<file path="src/rtl/adc_iface_pkg.sv">
// Shared constants for the ADC capture/decimation front-end.
// Mode encodings, LED bit positions and drop counter width.
package adc_iface_pkg;

  localparam logic MODE_PICK = 1'b0;
  localparam logic MODE_AVG  = 1'b1;

  localparam int DROP_W   = 8;

  localparam int LED_HI   = 5;
  localparam int LED_OVF  = 4;
  localparam int LED_DROP = 3;
  localparam int LED_LO   = 0;

endpackage

</file>
<file path="src/rtl/adc_window_accum.sv">
// Decimation window: counter, shadow config and boxcar accumulator.
// Emits a one-cycle result strobe on the last sample of each window.
module adc_window_accum
  import adc_iface_pkg::*;
#(
  parameter int DATA_W       = 16,
  parameter int CNT_W        = 16,
  parameter int AVG_MAX_LOG2 = 8,
  parameter int SIGNED       = 0,
  localparam int SH_W        = $clog2(AVG_MAX_LOG2 + 1)
) (
  input  logic              clkouta,
  input  logic              rst_n,
  input  logic              en,
  input  logic              smp_vld,
  input  logic [DATA_W-1:0] smp,
  input  logic              smp_ovr,
  input  logic              mode,
  input  logic [CNT_W-1:0]  decim,
  input  logic [SH_W-1:0]   avg_log2,
  output logic [DATA_W-1:0] res_data,
  output logic              res_ovr,
  output logic              res_stb
);

  localparam int AW = DATA_W + AVG_MAX_LOG2;

  logic [CNT_W-1:0] cnt;
  logic [AW-1:0]    acc;
  logic             ovr_acc;
  logic             mode_s;
  logic [CNT_W-1:0] decim_s;
  logic [SH_W-1:0]  sh_s;

  logic              start;
  logic              step;
  logic [SH_W-1:0]   sh_in;
  logic              mode_e;
  logic [CNT_W-1:0]  decim_e;
  logic [SH_W-1:0]   sh_e;
  logic [CNT_W-1:0]  last;
  logic [AW-1:0]     ext;
  logic [AW-1:0]     sum;
  logic signed [AW-1:0] sum_s;
  logic [AW-1:0]     shr;
  logic              ovr_sum;

  // At window start the live config applies; afterwards the shadow copy
  always_comb begin
    start   = (cnt == '0);
    step    = en & smp_vld;
    sh_in   = avg_log2;
    if (avg_log2 > SH_W'(AVG_MAX_LOG2))
      sh_in = SH_W'(AVG_MAX_LOG2);
    mode_e  = start ? mode  : mode_s;
    decim_e = start ? decim : decim_s;
    sh_e    = start ? sh_in : sh_s;
    if (mode_e == MODE_AVG)
      last = (CNT_W'(1) << sh_e) - CNT_W'(1);
    else
      last = decim_e;
    if (SIGNED != 0)
      ext = {{AVG_MAX_LOG2{smp[DATA_W-1]}}, smp};
    else
      ext = {{AVG_MAX_LOG2{1'b0}}, smp};
    sum     = (start ? '0 : acc) + ext;
    sum_s   = sum;
    ovr_sum = (start ? 1'b0 : ovr_acc) | smp_ovr;
    if (SIGNED != 0)
      shr = sum_s >>> sh_e;
    else
      shr = sum >> sh_e;
    res_stb = step && (cnt == last);
    if (mode_e == MODE_AVG) begin
      res_data = shr[DATA_W-1:0];
      res_ovr  = ovr_sum;
    end else begin
      res_data = smp;
      res_ovr  = smp_ovr;
    end
  end

  always_ff @(posedge clkouta or negedge rst_n) begin
    if (!rst_n) begin
      cnt     <= '0;
      acc     <= '0;
      ovr_acc <= 1'b0;
      mode_s  <= MODE_PICK;
      decim_s <= '0;
      sh_s    <= '0;
    end else if (!en) begin
      cnt     <= '0;
      acc     <= '0;
      ovr_acc <= 1'b0;
    end else if (step) begin
      if (start) begin
        mode_s  <= mode;
        decim_s <= decim;
        sh_s    <= sh_in;
      end
      if (res_stb) begin
        cnt     <= '0;
        acc     <= '0;
        ovr_acc <= 1'b0;
      end else begin
        cnt     <= cnt + CNT_W'(1);
        acc     <= sum;
        ovr_acc <= ovr_sum;
      end
    end
  end

endmodule

</file>
<file path="src/rtl/adc_capture_decim.sv">
// ADC capture front-end: input regs, decimation window, output stream.
// Also keeps drop accounting and sticky status for the board LEDs.
module adc_capture_decim
  import adc_iface_pkg::*;
#(
  parameter int DATA_W       = 16,
  parameter int CNT_W        = 16,
  parameter int AVG_MAX_LOG2 = 8,
  parameter int SIGNED       = 0,
  localparam int SH_W        = $clog2(AVG_MAX_LOG2 + 1)
) (
  input  logic              clkouta,
  input  logic              rst_n,
  input  logic [DATA_W-1:0] data_in,
  input  logic              ofa,
  input  logic              en,
  input  logic              mode,
  input  logic [CNT_W-1:0]  decim,
  input  logic [SH_W-1:0]   avg_log2,
  input  logic              clr_sticky,
  output logic [DATA_W-1:0] out_data,
  output logic              out_ovr,
  output logic              out_valid,
  input  logic              out_ready,
  output logic [DROP_W-1:0] drop_cnt,
  output logic [7:0]        led
);

  logic [DATA_W-1:0] d_q;
  logic              o_q;
  logic              vld_q;
  logic [DATA_W-1:0] res_data;
  logic              res_ovr;
  logic              res_stb;
  logic              load;
  logic              drop;
  logic              sticky_ovf;
  logic              sticky_drop;

  // vld_q marks that d_q holds a real sample rather than the reset value
  always_ff @(posedge clkouta or negedge rst_n) begin
    if (!rst_n) begin
      d_q   <= '0;
      o_q   <= 1'b0;
      vld_q <= 1'b0;
    end else begin
      d_q   <= data_in;
      o_q   <= ofa;
      vld_q <= 1'b1;
    end
  end

  adc_window_accum #(
    .DATA_W       (DATA_W),
    .CNT_W        (CNT_W),
    .AVG_MAX_LOG2 (AVG_MAX_LOG2),
    .SIGNED       (SIGNED)
  ) u_win (
    .clkouta  (clkouta),
    .rst_n    (rst_n),
    .en       (en),
    .smp_vld  (vld_q),
    .smp      (d_q),
    .smp_ovr  (o_q),
    .mode     (mode),
    .decim    (decim),
    .avg_log2 (avg_log2),
    .res_data (res_data),
    .res_ovr  (res_ovr),
    .res_stb  (res_stb)
  );

  assign load = res_stb & (~out_valid | out_ready);
  assign drop = res_stb & out_valid & ~out_ready;

  always_ff @(posedge clkouta or negedge rst_n) begin
    if (!rst_n) begin
      out_valid   <= 1'b0;
      out_data    <= '0;
      out_ovr     <= 1'b0;
      drop_cnt    <= '0;
      sticky_ovf  <= 1'b0;
      sticky_drop <= 1'b0;
    end else begin
      if (load) begin
        out_valid <= 1'b1;
        out_data  <= res_data;
        out_ovr   <= res_ovr;
      end else if (out_ready) begin
        out_valid <= 1'b0;
      end
      if (drop) begin
        if (clr_sticky)
          drop_cnt <= DROP_W'(1);
        else if (drop_cnt != '1)
          drop_cnt <= drop_cnt + DROP_W'(1);
      end else if (clr_sticky) begin
        drop_cnt <= '0;
      end
      sticky_ovf  <= (o_q & en) | (sticky_ovf & ~clr_sticky);
      sticky_drop <= drop | (sticky_drop & ~clr_sticky);
    end
  end

  // Data bits follow out_data, which only changes on a load
  always_comb begin
    led                = '0;
    led[LED_HI +: 3]   = out_data[DATA_W-1 -: 3];
    led[LED_OVF]       = sticky_ovf;
    led[LED_DROP]      = sticky_drop;
    led[LED_LO +: 3]   = out_data[2:0];
  end

endmodule

</file>
<file path="config.mk">
export PLATFORM = sky130hd
export DESIGN_NAME = adc_capture_decim
export DESIGN_NICKNAME = d
export VERILOG_FILES = /design/src/rtl/adc_iface_pkg.sv /design/src/rtl/adc_window_accum.sv /design/src/rtl/adc_capture_decim.sv
export SDC_FILE = /design/constraint.sdc
export NUM_CORES = 1
export LEC_CHECK = 0
export ABC_CLOCK_PERIOD_IN_PS = 4900
export BUFFER_PORTS_ARGS = -buffer_cell sky130_fd_sc_hd__buf_2
export CORE_MARGIN = 5
export CORE_UTILIZATION = 35
export DETAILED_ROUTE_END_ITERATION = 10
export PLACE_DENSITY = 0.62
export REMOVE_ABC_BUFFERS = 1
export SLEW_MARGIN = 0
export SYNTH_ARGS = -nofsm -noshare
export SYNTH_HDL_FRONTEND = slang
export SYNTH_SLANG_ARGS = --single-unit
</file>
<file path="constraint.sdc">
create_clock -name clkouta -period 4.9 [get_ports clkouta]
set_input_delay 1.47 -clock clkouta [delete_from_list [all_inputs] [get_ports clkouta]]
set_output_delay 1.47 -clock clkouta [all_outputs]
set_load 0.005 [all_outputs]
</file>
======== Word-level counts from Yosys, hierarchy flattened ========
Cells that the tools add are included.
word-level totals
  flip-flop bits (word level) ............. 108
  input bits .............................. 43
  output and inout bits ................... 34
  logic and storage cells ................. 70
operators by class
  add/sub/neg operators ................... 4
  $lt $le $gt $ge ......................... 1
  equality and inequality tests ........... 3
  shift operators ......................... 2
  muxes and demuxes ....................... 24
  bitwise logic cells ..................... 14
  reduce and logical (&&, ||, !) cells .... 7
operator list
  cell                                                                  count
  16-bit 2-to-1 mux                                                     6
  24-bit 2-to-1 mux                                                     4
  8-bit 2-to-1 mux                                                      4
  24-bit by 16-bit adder with 24-bit output                             1
  24-bit by 4-bit right shift with 16-bit output                        1
  16-bit by 1-bit adder with 16-bit output, second input constant       1
  16-bit == test                                                        1
  16-bit zero test                                                      1
  1-bit by 4-bit << shifter with 16-bit output, first input constant    1
  16-bit by 2-bit subtractor with 16-bit output, second input constant  1
  8-bit by 1-bit adder with 8-bit output, second input constant         1
  1-bit 2-to-1 mux                                                      8
  4-bit 2-to-1 mux                                                      2
  8-bit != test, second input constant                                  1
  1-bit bitwise AND                                                     7
  2-bit nonzero test                                                    3
  4-bit greater-than comparator, second input constant                  1
  1-bit bitwise OR                                                      4
  2-bit AND reduction                                                   2
  1-bit NOT                                                             3
  2-bit by 1-bit != test with 1-bit output, second input constant       1
  1-bit logical AND                                                     1

======== Logic depth before layout (Yosys ltp) ========
  depth after elaboration ................. 12
  gate-level depth with buffers ........... 25
  gate-level depth less buffers ........... 18

======== Cells and area by module ========
From an unflattened synthesis, not the netlist that was laid out.
second synthesis, totals
  cells, all modules ...................... 962
  area total of the unflattened synthesis .. 8291.7 um^2
by module, submodules not included
  module             instances  cells an instance  area an instance (um^2)  sequential area each (um^2)
  adc_window_accum   1          843                6555.0                   1551.5
  adc_capture_decim  1          119                1736.7                   1151.1

======== Worst setup path after synthesis ========
OpenSTA, ideal clock, no wires.
  path type ............................... input to register
  start point ............................. input port avg_log2[3]
  end point ............................... register drop_cnt[5]
  library setup time ...................... 0.078 ns
  arrival ................................. 5.066 ns
  data required time ...................... 4.822 ns
  slack ................................... -0.244 ns
  cell stages on the path ................. 16
  buffers on the path ..................... 4
  path through ............................ clkbuf_1 -> nor2b_1 -> mux2_2 -> clkbuf_1 -> nor2_1 -> nand2_1 -> ha_1 -> clkbuf_1 -> clkbuf_1 -> a311oi_1 -> nor3_1 -> a2111o_1 -> nor4_4 -> nand3_4 -> or4_1 -> a21oi_1
between the ends
  longest elaborated chain between the ends .. 12
  elaborated cells on any way between the ends .. 13
  classes of those cells .................. add/sub: 1; order compare: 1; eq/ne: 1; shift: 1; mux: 4; bitwise: 2; reduce/logical: 3
RTL lines
  what                                               RTL line                 source
  start: declaration                                 adc_capture_decim.sv:19  input logic [SH_W-1:0] avg_log2,
  4-bit greater-than comparator                      adc_window_accum.sv:53   if (avg_log2 > SH_W'(AVG_MAX_LOG2))
  4-bit 2-to-1 mux (*)                               adc_window_accum.sv:53
  4-bit 2-to-1 mux (*)                               adc_window_accum.sv:57   sh_e = start ? sh_in : sh_s;
  1-bit by 4-bit << shifter with 16-bit output (*)   adc_window_accum.sv:59   last = (CNT_W'(1) << sh_e) - CNT_W'(1);
  16-bit by 2-bit subtractor with 16-bit output (*)  adc_window_accum.sv:59
  16-bit 2-to-1 mux (*)                              adc_window_accum.sv:58   if (mode_e == MODE_AVG)
  16-bit == test (*)                                 adc_window_accum.sv:73   res_stb = step && (cnt == last);
  1-bit logical AND (*)                              adc_window_accum.sv:73
  1-bit bitwise AND (*) (2 in a row)                 adc_capture_decim.sv:74  assign drop = res_stb & out_valid & ~out_ready;
  2-bit nonzero test (no source line)                -
  2-bit AND reduction (no source line)               -
  end signal: assignment                             adc_capture_decim.sv:96  drop_cnt <= drop_cnt + DROP_W'(1);
  end: declaration                                   adc_capture_decim.sv:25  output logic [DROP_W-1:0] drop_cnt,
Mark *: on every way between the ends. The rest lies on a longest branch, timed or not.
A chain may end at the register's enable or synchronous reset.

======== Final worst setup path ========
  start point ............................. register u_win.cnt[1]
  end point ............................... register out_data[11]
between the ends
  longest elaborated chain between the ends .. 8
  elaborated cells on any way between the ends .. 14
  classes of those cells .................. add/sub: 2; eq/ne: 1; shift: 2; mux: 6; bitwise: 1; reduce/logical: 2
RTL lines
  what                                           RTL line                 source
  start: declaration                             adc_window_accum.sv:28   logic [CNT_W-1:0] cnt;
  start signal: assignment                       adc_window_accum.sv:106  cnt <= cnt + CNT_W'(1);
  16-bit zero test                               adc_window_accum.sv:50   start = (cnt == '0);
  4-bit 2-to-1 mux                               adc_window_accum.sv:57
  1-bit by 4-bit << shifter with 16-bit output   adc_window_accum.sv:59
  16-bit by 2-bit subtractor with 16-bit output  adc_window_accum.sv:59
  16-bit 2-to-1 mux                              adc_window_accum.sv:58
  16-bit == test                                 adc_window_accum.sv:73
  1-bit logical AND                              adc_window_accum.sv:73
  1-bit bitwise AND                              adc_capture_decim.sv:73  assign load = res_stb & (~out_valid | out_ready);
  end signal: assignment                         adc_capture_decim.sv:87  out_data <= res_data;
  end: declaration                               adc_capture_decim.sv:21  output logic [DATA_W-1:0] out_data,
Several ways; a longest one is shown, not always the timed one.

==> impl_results.md <==
* Status: complete, no violations
* 1st-pass router iterations at 5
* Placed cell count at 1402
* Worst-margin pin slew at 879 ps
* Setup_tns at 0 ps
* Total power at 2.72 mW
* Final-stage net count at 1164
* CTS Buffer Depth at 2
* Clock-pin slew on the worst setup and hold paths at 90 ps
* Synthesis Warnings at 0
* P_sw at 1.03 mW
* Initial drt markers at 890
* EDFF count, synth at 0
* CP dominant cell by count: buf_4
* Final Non-Filler Cells at 1424
* CTS buffer count at 9
* Post-route ant nets at 0
* Tcrit/Tclk final at 0.953
* Critical path class: reg -> reg
* Clock Skew at 15.2 ps
* Total grt overflow at 0
* CTS Root Cell: clkbuf_16
* Chip width at 163 µm
* Largest family of logic cells by synthesized area: compound AO/OA/AOI/OAI gates
* Antenna violations before repair at 0
* Worst vdd ir at 0.000205 V
* Reg power frac at 0.370
* Hold buffers post-CTS at 0
* # port buffers at 76
* Synth Area in Adders at 0.0330
* Diode count at 0
* CP peak stage delay at 380 ps
* Vias in the first global route at 7637
* Crit end category: flip-flop
* Max Freq at 0.214 GHz
* Global-route usage over all layers at 0.201
* Most frequent cells in the layout: 108 x dfrtp_1, 107 x buf_4, 99 x nand2_1
* Pin count of the biggest net entering global routing at 46
* Setup slack after layout at 231 ps
* Area Growth Syn to Fin at 21.0%
* Via Count at 8134
* Vias/cell at 5.71
* Sequential area share after synthesis at 0.330
* Hpwl dp at 20.4 mm
* Max-slew headroom at 0.413
* Max-Cap Viols at 0
* Row count at 56
* Mux cell area share after synthesis at 0.0802
* Post-place setup slack at 4.34 ps
* Fin crit period at 4670 ps
* Final core area utilization at 0.426
* Num ports at 77
* Crit-path cells: inv_1 -> ha_1 -> nor4b_4 -> nand4_1 -> buf_12 -> and2_1 -> ha_1 -> and2_1 -> a221oi_2 -> buf_4 -> a21oi_1 -> o21ai_0 -> buf_4 -> a21oi_1 -> xor2_2 -> a32o_1 -> o21a_1 -> a2111oi_1 -> buf_4 -> o31ai_1
* H-Tree Level Count at 3
* Final instance area at 9920 µm²
* # DRC at 0
* Yosys cell types at 73
* Cell count after synthesis at 981
* Placed cell area at 9480 µm²
* Syn_area_per_cell at 8.35 µm²
* Prevailing post-synth register cell: dfrtp_1
* Post-Synth Simple-Gate Area at 0.216
* Critical Path RT at 5140 ps
* CP max FO at 20
* Clock Latency Late Sink at 370 ps
* Cell Pwr Density at 275 nW/µm²
* Clock Sink Count at 108
* First-pass GRT wire length at 42.5 mm
* Most common cell after layout, fill and taps aside: dfrtp_1
* Initial core utilization at 0.352
* Internal at 1.70 mW
* Xor/xnor cell area share of the yosys netlist at 0.0385
* Post-synth design cell area at 8200 µm²
* Post-synthesis compound-gate area fraction at 0.246
* Synth Register Bits at 108
* Combinational Power Share at 0.349
* Share of flip-flops with an asynchronous set or reset at 1.00
* Core region area at 23300 µm²
* Die area at 26600 µm²
* Pleak at 4.38 nW
* Routed wire length at 27.0 mm
* GPL Wtd Cong at 0.927
* CP Launch Type: flip-flop
* Power share of the clock group at 0.281
* Final Hold Fails at 0
* Setup violators final at 0
* Min-delay worst type: reg -> reg
* CTS tree: built
* Slowest cell on crit path: dfrtp_1
* Share of layout cells above drive strength 1 at 0.238
* RSZ-0062 raised after global routing: yes
* WP data arrival at 4910 ps
* Hold WS at 476 ps
* Sw frac at 0.377
* Die Y at 163 µm
* Max Slew Vio Count at 0
* DR WL/cell at 18.9 µm
[layer usage]
layer  share of wire  wire [µm]  track usage  vias up
met5               0          0            0        -
met4           0.029        776       0.0652        0
met3           0.068       1840       0.0338       70
met2            0.43      11700        0.302      314
met1            0.47      12600        0.294     3897
li1                -          -            -     3853
[worst max-delay path: cells and delay by family (launching register included)]
kind,cells,cell delay [ps]
fa+ha+maj,2,510
buf+inv,5,880
xor+xnor,1,180
flops,1,380
compound gates,8,1690
simple gates,4,900
[cells by family after synthesis]
group           Yosys count
other cells               1
flops                   108
compound gates          292
mux                      62
fa+ha+maj                21
buf+inv                 109
xor+xnor                 36
simple gates            352
[registers in the layout, summed over array words and instances (netlist names), 4 cells and up]
name	count
drop_cnt	8
u_win.decim_s	16
u_win.sh_s	4
u_win.cnt	16
d_q	16
out_data	16
u_win.acc	24
[power groups by stage]
| stage | clock [mW] | combinational (mW) | sequential [mW] |
|---|---|---|---|
| after global routing | 0.808 | 1.03 | 1.02 |
| after detailed placement | 0 | 0.914 | 1.03 |
| after CTS | 0.780 | 0.919 | 1.01 |
| after floorplan | 0 | 0.558 | 1.01 |
| after global placement | 0 | 0.909 | 1.02 |
| final | 0.765 | 0.950 | 1.01 |
[final timing paths]
path,depth (start not counted),start,slack [ps],to
max in group asynchronous,2,rst_n,2860,out_data[13]
max reg2reg,20,u_win.cnt[1],230,out_data[11]
min reg2reg,2,u_win.acc[14],480,u_win.acc[14]
min,2,u_win.acc[14],480,u_win.acc[14]
max,20,u_win.cnt[1],230,out_data[11]
min in group asynchronous,1,rst_n,1130,u_win.decim_s[14]
[synth_stat cells (4+ instances only)]
| master | number | area, µm² |
|---|---|---|
| a2111oi_0 | 7 | 61.3 |
| a211oi_1 | 14 | 105 |
| a21o_1 | 11 | 82.6 |
| a21oi_1 | 64 | 320 |
| a221o_1 | 5 | 50.1 |
| a221oi_1 | 12 | 105 |
| a22o_1 | 14 | 123 |
| a22oi_1 | 5 | 37.5 |
| a311oi_1 | 5 | 43.8 |
| a31oi_1 | 23 | 144 |
| a32o_1 | 5 | 50.1 |
| a41oi_1 | 4 | 35.0 |
| and2_1 | 28 | 175 |
| and3_1 | 13 | 81.3 |
| buf_2 | 12 | 60.1 |
| buf_4 | 8 | 60.1 |
| clkbuf_1 | 54 | 203 |
| dfrtp_1 | 108 | 2700 |
| ha_1 | 20 | 250 |
| inv_1 | 32 | 120 |
| mux2_2 | 26 | 293 |
| mux2i_1 | 35 | 350 |
| nand2_1 | 99 | 372 |
| nand2b_1 | 10 | 62.6 |
| nand3_1 | 28 | 140 |
| nand4_1 | 11 | 68.8 |
| nor2_1 | 95 | 357 |
| nor2b_1 | 10 | 62.6 |
| nor3_1 | 20 | 100 |
| nor3b_1 | 4 | 30.0 |
| nor4_1 | 6 | 37.5 |
| o211ai_1 | 13 | 97.6 |
| o21a_1 | 6 | 45.0 |
| o21ai_0 | 47 | 235 |
| o221ai_1 | 6 | 52.6 |
| o22ai_1 | 5 | 31.3 |
| o31ai_1 | 13 | 97.6 |
| or2_2 | 4 | 25.0 |
| or3_1 | 6 | 37.5 |
| or4_1 | 6 | 45.0 |
| xnor2_1 | 23 | 201 |
| xor2_1 | 13 | 114 |
[timing repair]
action,in CTS,in global routing
setup buffers,0,6
endpoints found under the setup margin,0,32
gates resized for setup,0,18
[area by class of cell]
| type | instances | area (µm²) |
|---|---|---|
| well taps | 319 | 399 |
| repair buffers | 185 | 1240 |
| flip-flops and latches | 108 | 2700 |
| inverters | 32 | 120 |
| multi-input cells | 764 | 5150 |
| clock inverters | 7 | 78.8 |
| fillers | 2394 | 13300 |
| clock buffers | 9 | 225 |
(Power assumes the default switching activity.)
